$ cat src/rtl/filter_test_sequencer_pkg.sv
// Shared types and constants for the filter characterisation sequencer.
// Imported by the sequencer top and its peak tracker.
package filter_test_sequencer_pkg;

  localparam int SIZE_DELAY       = 8;
  localparam int SIZE_FILTER_DATA = 16;
  localparam int NUM_FILTERS_TEST = 21;

  typedef logic signed [SIZE_FILTER_DATA-1:0] filter_data_t;

  typedef enum logic [2:0] {
    ST_IDLE    = 3'd0,
    ST_ARM     = 3'd1,
    ST_TRIG    = 3'd2,
    ST_CAPTURE = 3'd3,
    ST_REPORT  = 3'd4,
    ST_NEXT    = 3'd5,
    ST_DONE    = 3'd6
  } seq_state_t;

  // Most-negative sample value, so the first captured sample always wins.
  localparam filter_data_t PEAK_INIT = {1'b1, {(SIZE_FILTER_DATA-1){1'b0}}};

endpackage

$ cat src/rtl/filter_test_sequencer_peak_tracker.sv
// Per-channel signed running maximum of the filter outputs.
// clear has priority over enable.
module filter_test_sequencer_peak_tracker
  import filter_test_sequencer_pkg::*;
#(
  parameter int NUM_FILTERS = NUM_FILTERS_TEST
) (
  input  logic                                    clk,
  input  logic                                    reset,
  input  logic                                    clear,
  input  logic                                    enable,
  input  logic [NUM_FILTERS*SIZE_FILTER_DATA-1:0] filter_data,
  output filter_data_t                            peaks [NUM_FILTERS]
);

  always_ff @(posedge clk or negedge reset) begin
    if (!reset) begin
      for (int i = 0; i < NUM_FILTERS; i++) peaks[i] <= PEAK_INIT;
    end else if (clear) begin
      for (int i = 0; i < NUM_FILTERS; i++) peaks[i] <= PEAK_INIT;
    end else if (enable) begin
      for (int i = 0; i < NUM_FILTERS; i++) begin
        if ($signed(filter_data[i*SIZE_FILTER_DATA +: SIZE_FILTER_DATA]) > peaks[i])
          peaks[i] <= filter_data[i*SIZE_FILTER_DATA +: SIZE_FILTER_DATA];
      end
    end
  end

endmodule

$ cat src/rtl/filter_test_sequencer.sv
// Sweeps the ExpSigGen test delay, captures per-channel signed peaks after
// each trigger and streams one record per enabled channel per delay step.
module filter_test_sequencer
  import filter_test_sequencer_pkg::*;
#(
  parameter int NUM_FILTERS = NUM_FILTERS_TEST,
  parameter int WINDOW_LEN  = 64,
  parameter int SIZE_CNT    = 16
) (
  input  logic                                    clk,
  input  logic                                    reset,
  input  logic                                    start,
  input  logic                                    cfg_overlay,
  input  logic [SIZE_DELAY-1:0]                   delay_min,
  input  logic [SIZE_DELAY-1:0]                   delay_max,
  input  logic [SIZE_DELAY-1:0]                   delay_step,
  input  logic [SIZE_CNT-1:0]                     pulses_per_step,
  input  logic [NUM_FILTERS-1:0]                  chan_enable,
  input  logic [NUM_FILTERS*SIZE_FILTER_DATA-1:0] filter_data,
  output logic                                    test_overlay,
  output logic                                    test_rate,
  output logic [SIZE_DELAY-1:0]                   test_delay,
  output logic                                    busy,
  output logic                                    done,
  output logic                                    result_valid,
  input  logic                                    result_ready,
  output logic [4:0]                              result_chan,
  output logic [SIZE_DELAY-1:0]                   result_delay,
  output filter_data_t                            result_peak,
  output seq_state_t                              state_dbg
);

  // Result port: a record moves on every cycle with result_valid & result_ready;
  // while result_valid is high and result_ready low, all result fields hold.

  seq_state_t             state;
  logic [SIZE_DELAY-1:0]  cfg_delay_max;
  logic [SIZE_DELAY-1:0]  cfg_step;
  logic [SIZE_CNT-1:0]    cfg_pulses;
  logic [NUM_FILTERS-1:0] cfg_enable;
  logic [SIZE_CNT-1:0]    pulse_cnt;
  logic [SIZE_CNT-1:0]    win_cnt;
  logic [NUM_FILTERS-1:0] pend;

  logic [NUM_FILTERS-1:0] pend_after;
  logic [4:0]             next_chan;
  logic                   capture_last;
  logic [SIZE_CNT-1:0]    pulse_next;
  logic [SIZE_DELAY:0]    delay_sum;
  filter_data_t           peaks [NUM_FILTERS];

  assign state_dbg = state;

  filter_test_sequencer_peak_tracker #(
    .NUM_FILTERS (NUM_FILTERS)
  ) u_peak (
    .clk         (clk),
    .reset       (reset),
    .clear       (state == ST_ARM),
    .enable      (state == ST_CAPTURE),
    .filter_data (filter_data),
    .peaks       (peaks)
  );

  // Channels still owed a record once any transfer this cycle is retired.
  always_comb begin
    pend_after = pend;
    if (result_valid && result_ready) pend_after[result_chan] = 1'b0;
    next_chan = '0;
    for (int i = NUM_FILTERS - 1; i >= 0; i--) begin
      if (pend_after[i]) next_chan = 5'(i);
    end
  end

  assign capture_last = (win_cnt == SIZE_CNT'(WINDOW_LEN - 1));
  assign pulse_next   = pulse_cnt + SIZE_CNT'(1);
  // One extra bit so a step past an all-ones delay_max cannot wrap.
  assign delay_sum    = {1'b0, test_delay} + {1'b0, cfg_step};

  always_ff @(posedge clk or negedge reset) begin
    if (!reset) begin
      state         <= ST_IDLE;
      test_overlay  <= 1'b0;
      test_rate     <= 1'b0;
      test_delay    <= '0;
      busy          <= 1'b0;
      done          <= 1'b0;
      result_valid  <= 1'b0;
      result_chan   <= '0;
      result_delay  <= '0;
      result_peak   <= '0;
      cfg_delay_max <= '0;
      cfg_step      <= '0;
      cfg_pulses    <= '0;
      cfg_enable    <= '0;
      pulse_cnt     <= '0;
      win_cnt       <= '0;
      pend          <= '0;
    end else begin
      case (state)
        ST_IDLE: begin
          if (start) begin
            test_delay    <= delay_min;
            test_overlay  <= cfg_overlay;
            busy          <= 1'b1;
            cfg_delay_max <= delay_max;
            cfg_step      <= (delay_step == '0) ? SIZE_DELAY'(1) : delay_step;
            cfg_pulses    <= (pulses_per_step == '0) ? SIZE_CNT'(1) : pulses_per_step;
            cfg_enable    <= chan_enable;
            state         <= ST_ARM;
          end
        end
        ST_ARM: begin
          pulse_cnt <= '0;
          test_rate <= 1'b1;
          state     <= ST_TRIG;
        end
        ST_TRIG: begin
          test_rate <= 1'b0;
          win_cnt   <= '0;
          state     <= ST_CAPTURE;
        end
        ST_CAPTURE: begin
          if (capture_last) begin
            pulse_cnt <= pulse_next;
            if (pulse_next < cfg_pulses) begin
              test_rate <= 1'b1;
              state     <= ST_TRIG;
            end else begin
              pend  <= cfg_enable;
              state <= ST_REPORT;
            end
          end else begin
            win_cnt <= win_cnt + SIZE_CNT'(1);
          end
        end
        ST_REPORT: begin
          if (!(result_valid && !result_ready)) begin
            pend <= pend_after;
            if (|pend_after) begin
              result_valid <= 1'b1;
              result_chan  <= next_chan;
              result_delay <= test_delay;
              result_peak  <= peaks[next_chan];
            end else begin
              result_valid <= 1'b0;
              state        <= ST_NEXT;
            end
          end
        end
        ST_NEXT: begin
          if (delay_sum > {1'b0, cfg_delay_max}) begin
            done  <= 1'b1;
            state <= ST_DONE;
          end else begin
            test_delay <= delay_sum[SIZE_DELAY-1:0];
            state      <= ST_ARM;
          end
        end
        ST_DONE: begin
          done  <= 1'b0;
          busy  <= 1'b0;
          state <= ST_IDLE;
        end
        default: state <= ST_IDLE;
      endcase
    end
  end

endmodule

$ cat config.mk
export PLATFORM = sky130hd
export DESIGN_NAME = filter_test_sequencer
export DESIGN_NICKNAME = d
export VERILOG_FILES = /design/src/rtl/filter_test_sequencer_pkg.sv /design/src/rtl/filter_test_sequencer_peak_tracker.sv /design/src/rtl/filter_test_sequencer.sv
export SDC_FILE = /design/constraint.sdc
export NUM_CORES = 2
export LEC_CHECK = 0
export CAP_MARGIN = 20
export CORE_AREA = 3 3 244 246
export DETAILED_ROUTE_END_ITERATION = 8
export DIE_AREA = 0 0 247 249
export HOLD_SLACK_MARGIN = 0.1
export PLACE_DENSITY_LB_ADDON = 0.1
export SYNTH_ARGS = -nofsm -noshare
export SYNTH_HDL_FRONTEND = slang
export SYNTH_SLANG_ARGS = --single-unit
export TNS_END_PERCENT = 30
$ cat constraint.sdc
create_clock -name clk -period 5 [get_ports clk]
set_input_delay 0.5 -clock clk [delete_from_list [all_inputs] [get_ports clk]]
set_output_delay 0.5 -clock clk [all_outputs]
set_load 0.005 [all_outputs]
# Word-level counts from Yosys, hierarchy flattened
# Index checks and enable logic that the tools add are counted.
# word_totals
in_bits,402
reg_bits,487
out_inout_bits,45
wordCells,233
# classes
reduce_logical,68
n_bitwise,4
eq_ne,16
add_sub_neg,3
n_mux,78
n_lt_le_gt_ge,26
# op_table
operator,n
$mux 336,2
$mux 16,26
$gt 16x16->1,21
$mux 5,21
$mux 21,4
$bmux 16 s5,1
$pmux 16 s2,2
$reduce_and 2->1,27
$reduce_bool 2->1,27
$pmux 21 s2,1
$add 16x1->16 const B,2
$mux 8,3
$and 21x21->21,1
$not 21->21,1
$reduce_or 21->1,1
$mux 3,6
$ne 2x2->1 const B,9
$pmux 3 s6,1
$eq 16x6->1 const B,1
$logic_not 16->1,1
$lt 16x16->1,1
$pmux 8 s2,1
$add 8x8->9,1
$eq 3x3->1 const B,3
19 further kinds,31

# Longest topological paths before layout
# depth
ltp_word,32
depth_mapped,17
ltp_nobuf,16

# Modules after synthesis
# From an unflattened synthesis, not the netlist that was laid out.
# unflattened
hier_cells,3796
hier_area_um2,35913.2
# by_module_without_submodules
mod,area_each_um2,instances,cells_per_inst,seq_area_each_um2
filter_test_sequencer_peak_tracker,25017.7,1,2645,8434.3
filter_test_sequencer,10895.4,1,1151,3778.6

# Worst setup path before layout
# Ideal clock, no wire load.
# synth_timing
path_kind,register to register
startpoint,register test_delay[0]
endpoint,register test_delay[0]
setup_ns,0.125
setup_slack_ns,1.485
required_time_ns,4.875
stages_incl_launch_ff,14
path_buffers,0
t_arrival_ns,3.390
cell_sequence,dfrtp_1 -> ha_1 -> fa_1 -> ha_1 -> nor2b_1 -> o21a_1 -> o21a_1 -> o21a_1 -> o21ai_0 -> nand2b_1 -> a211oi_1 -> o21ai_0 -> o21bai_1 -> mux2_2
# synth_between
elab_chain_len,4
# synth_lines
element,line,text
start: declaration,filter_test_sequencer.sv:22,"output logic [SIZE_DELAY-1:0] test_delay,"
start signal: assignment,filter_test_sequencer.sv:103,test_delay <= delay_min;
start signal: assignment,filter_test_sequencer.sv:156,test_delay <= delay_sum[SIZE_DELAY-1:0];
$add 8x8->9 *,filter_test_sequencer.sv:78,"assign delay_sum = {1'b0, test_delay} + {1'b0, cfg_step};"
$gt 9x8->1,filter_test_sequencer.sv:152,"if (delay_sum > {1'b0, cfg_delay_max}) begin"
$ne 2x2->1 (no line),-,
$reduce_and 3->1 (no line),-,
# Every way passes the cells marked *; elsewhere a longest branch is shown, timed or not. The select of a mux whose other input is x is not followed.
# A chain may end at the register's enable or synchronous reset.

# Worst setup path in the final report
# layout_timing
startpoint,register test_delay[0]
endpoint,register test_delay[6]
# Same word-level chain as after synthesis.

==> reports/metrics.cfg <==
[power_and_ir_drop]
power_frac_clock=0.199
p_int_mw=12.58
p_sw_mw=9.331
powerDensity_nw_per_um2=557.5
p_leak_nw=18.56
switching_share=0.4258
pwr-share-seq=0.323
total_power_mw=21.91
combPwrFrac=0.478
ir_drop_mv=0.3088

[sta]
clock_skew_ns=0.02222
hold_violations=0
max_clock_freq_mhz=228.6
min_period_over_period=0.8748
setup_violations=0
rsz0062_at_grt=no
finalMaxSlewViolations=0
slew_headroom=0.2858
tns_ns=0
tightest_slew_ns=1.067
min_period_ns=4.374

[logic_synthesis]
synth-edff-count=0
synth_nets=4271
ys_warn_count=0
ys_seq_area_frac=0.3801
ys.flop_type=dfrtp_1
avgSynthCellArea_um2=9.184
ys_seq_elements=487
synth_cell_type_count=82
netlist_instances=3499
syn-cell-area_um2=32130
ys_async_sr_fraction=1.000

[setup_path]
critPathLaunchType=register
critical-path-slowest-cell=o21ai_0
path_delay_family=compound AO/OA/AOI/OAI gates
worstPathMaxFanout=8
cp.buffers_inverters=0
slowest_delay_ns=0.82
rr_worst_depth=14
critical_path.cell_chain=ha_1 -> fa_1 -> a21oi_1 -> nor2_1 -> nor2_1 -> o21bai_1 -> a21oi_1 -> xnor2_1 -> ha_1 -> nand4_1 -> o22ai_1 -> o21ai_0 -> o21bai_1 -> mux2_2
cp.depth=14
cp.required_ns=5.48
crit_path_end_kind=register
path_class=register to register
arrival_ns=4.85

[placement]
placed_area_um2=37300
gp_congestion=0.9857
io_buffers=446
hpwlAfterDp_um=87640

[global_route]
grt_util_all_layers=0.3612
overflow=0
grt_pass1_vias=29150
top_usage_layer=met2
met1_usage=0.4746
grt_max_degree=125
grt_antenna_before_repair=3
grt_pass1_wl_um=171800
use_met3=0.06448
gr-usage-met2=0.5716

[finish]
drive_above_1_share=0.05965
multiInputGateArea_um2=17770
nets=4651
final_common_cell=dfrtp_1
synthToLayoutAreaGrowth_pct=22.33
fill_cells=4522
final_area_um2=39310
regArea_um2=12210
final_cell_mix=465 x dfrtp_1, 445 x clkdlybuf4s50_1, 403 x inv_1
post-route-util=0.6826

[route]
drt_iter0_markers=2380
totalWireLength_um=113000
ant_nets=0
vias=29210
drc=0
viasPerCell=6.227
routedWlPerCell_um=24.09
drt_pass1_iterations=7

[clock_tree]
htreeDepth=2
ctsHoldBuffers=1
clock-sinks=487
insertion_delay_ns=0.62
cts_tree=done
cts_resized=0
cts.reportedPaths.clkPinSlew_ns=0.06
cts.path.max_buffers=3
post_cts_buffers=0
ctsRootBufferMaster=clkbuf_16
cts-buffers-inserted=55

[floorplanning]
rows=88
ios=447
coreArea_um2=57590
initial_utilization=0.5580
die_width_um=247
dieArea_um2=61500
fp.dieH_um=249

[job]
maxCapViolations=0

[run_status]
status=finished, final reports clean

[worst_hold_path]
hold_path_class=input port to register
worstHoldPathCells=3

==> logic make-up (layout without fill, tap and decap cells) <==
group | Yosys count | in the layout | synth area share
buf+inv | 576 | 1000 | 0.06966
mux | 162 | 162 | 0.05194
compound gates | 944 | 944 | 0.2059
fa+ha+maj | 370 | 370 | 0.1443
xor+xnor | 35 | 35 | 0.009539
other cells | 0 | 3 | 0
simple gates | 925 | 925 | 0.1386
flops | 487 | 487 | 0.3801
==> layout make-up <==
type / count / share of cell area
timing repair buffer: 495 / 0.1248
clock buffer: 83 / 0.04233
sequential: 487 / 0.3107
clock inverter: 18 / 0.006907
antenna: 3 / 0.0001910
inverter: 404 / 0.03858
tap: 765 / 0.02435
multi-input combinational: 2436 / 0.4521
==> layer usage <==
layer  vias to the layer above  wire [µm]
met3                       321       8900
met4                         2       6571
li1                      13330          -
met5                         -          9
met2                      1288      51630
met1                     14280      45900
==> sequential cells by signal (all words and copies together) (netlist names), 3 cells and up <==
name           count
cfg_delay_max      8
cfg_step           8
pend              21
test_delay         8
result_peak       16
cfg_pulses        16
state_dbg          3
u_peak.peaks     336
result_chan        5
result_delay       8
cfg_enable        21
win_cnt           16
pulse_cnt         16
==> synthesized netlist by cell type (7+ instances only) <==
library cell | n | share of area
nand4_1 | 68 | 0.013
a22oi_1 | 13 | 0.0030
nand3_1 | 135 | 0.021
nor2b_1 | 51 | 0.0099
buf_1 | 7 | 0.00082
a31oi_1 | 45 | 0.0088
a22o_1 | 199 | 0.054
nor4_1 | 20 | 0.0039
dfrtp_1 | 466 | 0.36
o22ai_1 | 8 | 0.0016
or4_1 | 11 | 0.0026
nor3_1 | 40 | 0.0062
inv_1 | 403 | 0.047
o21a_1 | 66 | 0.015
mux2_2 | 38 | 0.013
mux2i_1 | 124 | 0.039
clkbuf_1 | 127 | 0.015
o31ai_1 | 69 | 0.016
and2_1 | 13 | 0.0025
xnor2_1 | 18 | 0.0049
and3_1 | 9 | 0.0018
o211ai_1 | 39 | 0.0091
nand2_1 | 329 | 0.038
a21oi_1 | 107 | 0.017
and4_1 | 17 | 0.0046
xor2_1 | 17 | 0.0046
a221oi_1 | 16 | 0.0044
o21ai_1 | 21 | 0.0033
nand2b_1 | 18 | 0.0035
nor2_1 | 180 | 0.021
a211oi_1 | 22 | 0.0051
buf_2 | 31 | 0.0048
a21o_1 | 81 | 0.019
ha_1 | 369 | 0.14
o221ai_1 | 10 | 0.0027
o21ai_0 | 184 | 0.029
dfstp_2 | 21 | 0.017
==> power groups by stage <==
stage / registers [mW] / clock network (mW) / logic (mW)
4_1_cts: 7.00 / 4.40 / 10.3
3_5_place_dp: 7.04 / 0 / 10.2
5_1_grt: 7.17 / 4.56 / 11.6
3_3_place_gp: 7.04 / 0 / 9.75
2_1_floorplan: 6.23 / 0 / 7.29
6_report: 7.08 / 4.36 / 10.5
==> through the flow <==
stage                     hold WS [ns]  worst slack, ns  cells
after floorplan                 0.2044            1.485   3499
after global placement          0.4607           0.4386   4579
after detailed placement        0.4719           0.4361   4579
after CTS                       0.4299           0.7486   4681
after global routing            0.4554           0.4176   4688
final                           0.4617           0.6260   4691
==> worst paths after layout <==
path                                                 end                         from  slack [ns]
max                            test_delay[6]$_DFFE_PN0P_    test_delay[0]$_DFFE_PN0P_        0.63
min                        u_peak.peaks[175]$_DFFE_PN1P_             filter_data[175]        0.46
max reg2reg                    test_delay[6]$_DFFE_PN0P_    test_delay[0]$_DFFE_PN0P_        0.63
min reg2reg                  result_delay[5]$_DFFE_PN0P_  result_delay[5]$_DFFE_PN0P_        0.49
max in group asynchronous  u_peak.peaks[199]$_DFFE_PN0P_                        reset        3.19
min in group asynchronous        cfg_step[1]$_DFFE_PN0P_                        reset        0.54
==> tightest hold or removal path: cells and delay by family <==
| kind | cells | cell delay (ns) |
|---|---|---|
| buffers and inverters | 2 | 0.50 |
| AOI/OAI and AO/OA | 1 | 0.06 |
(Power assumes the default switching activity.)
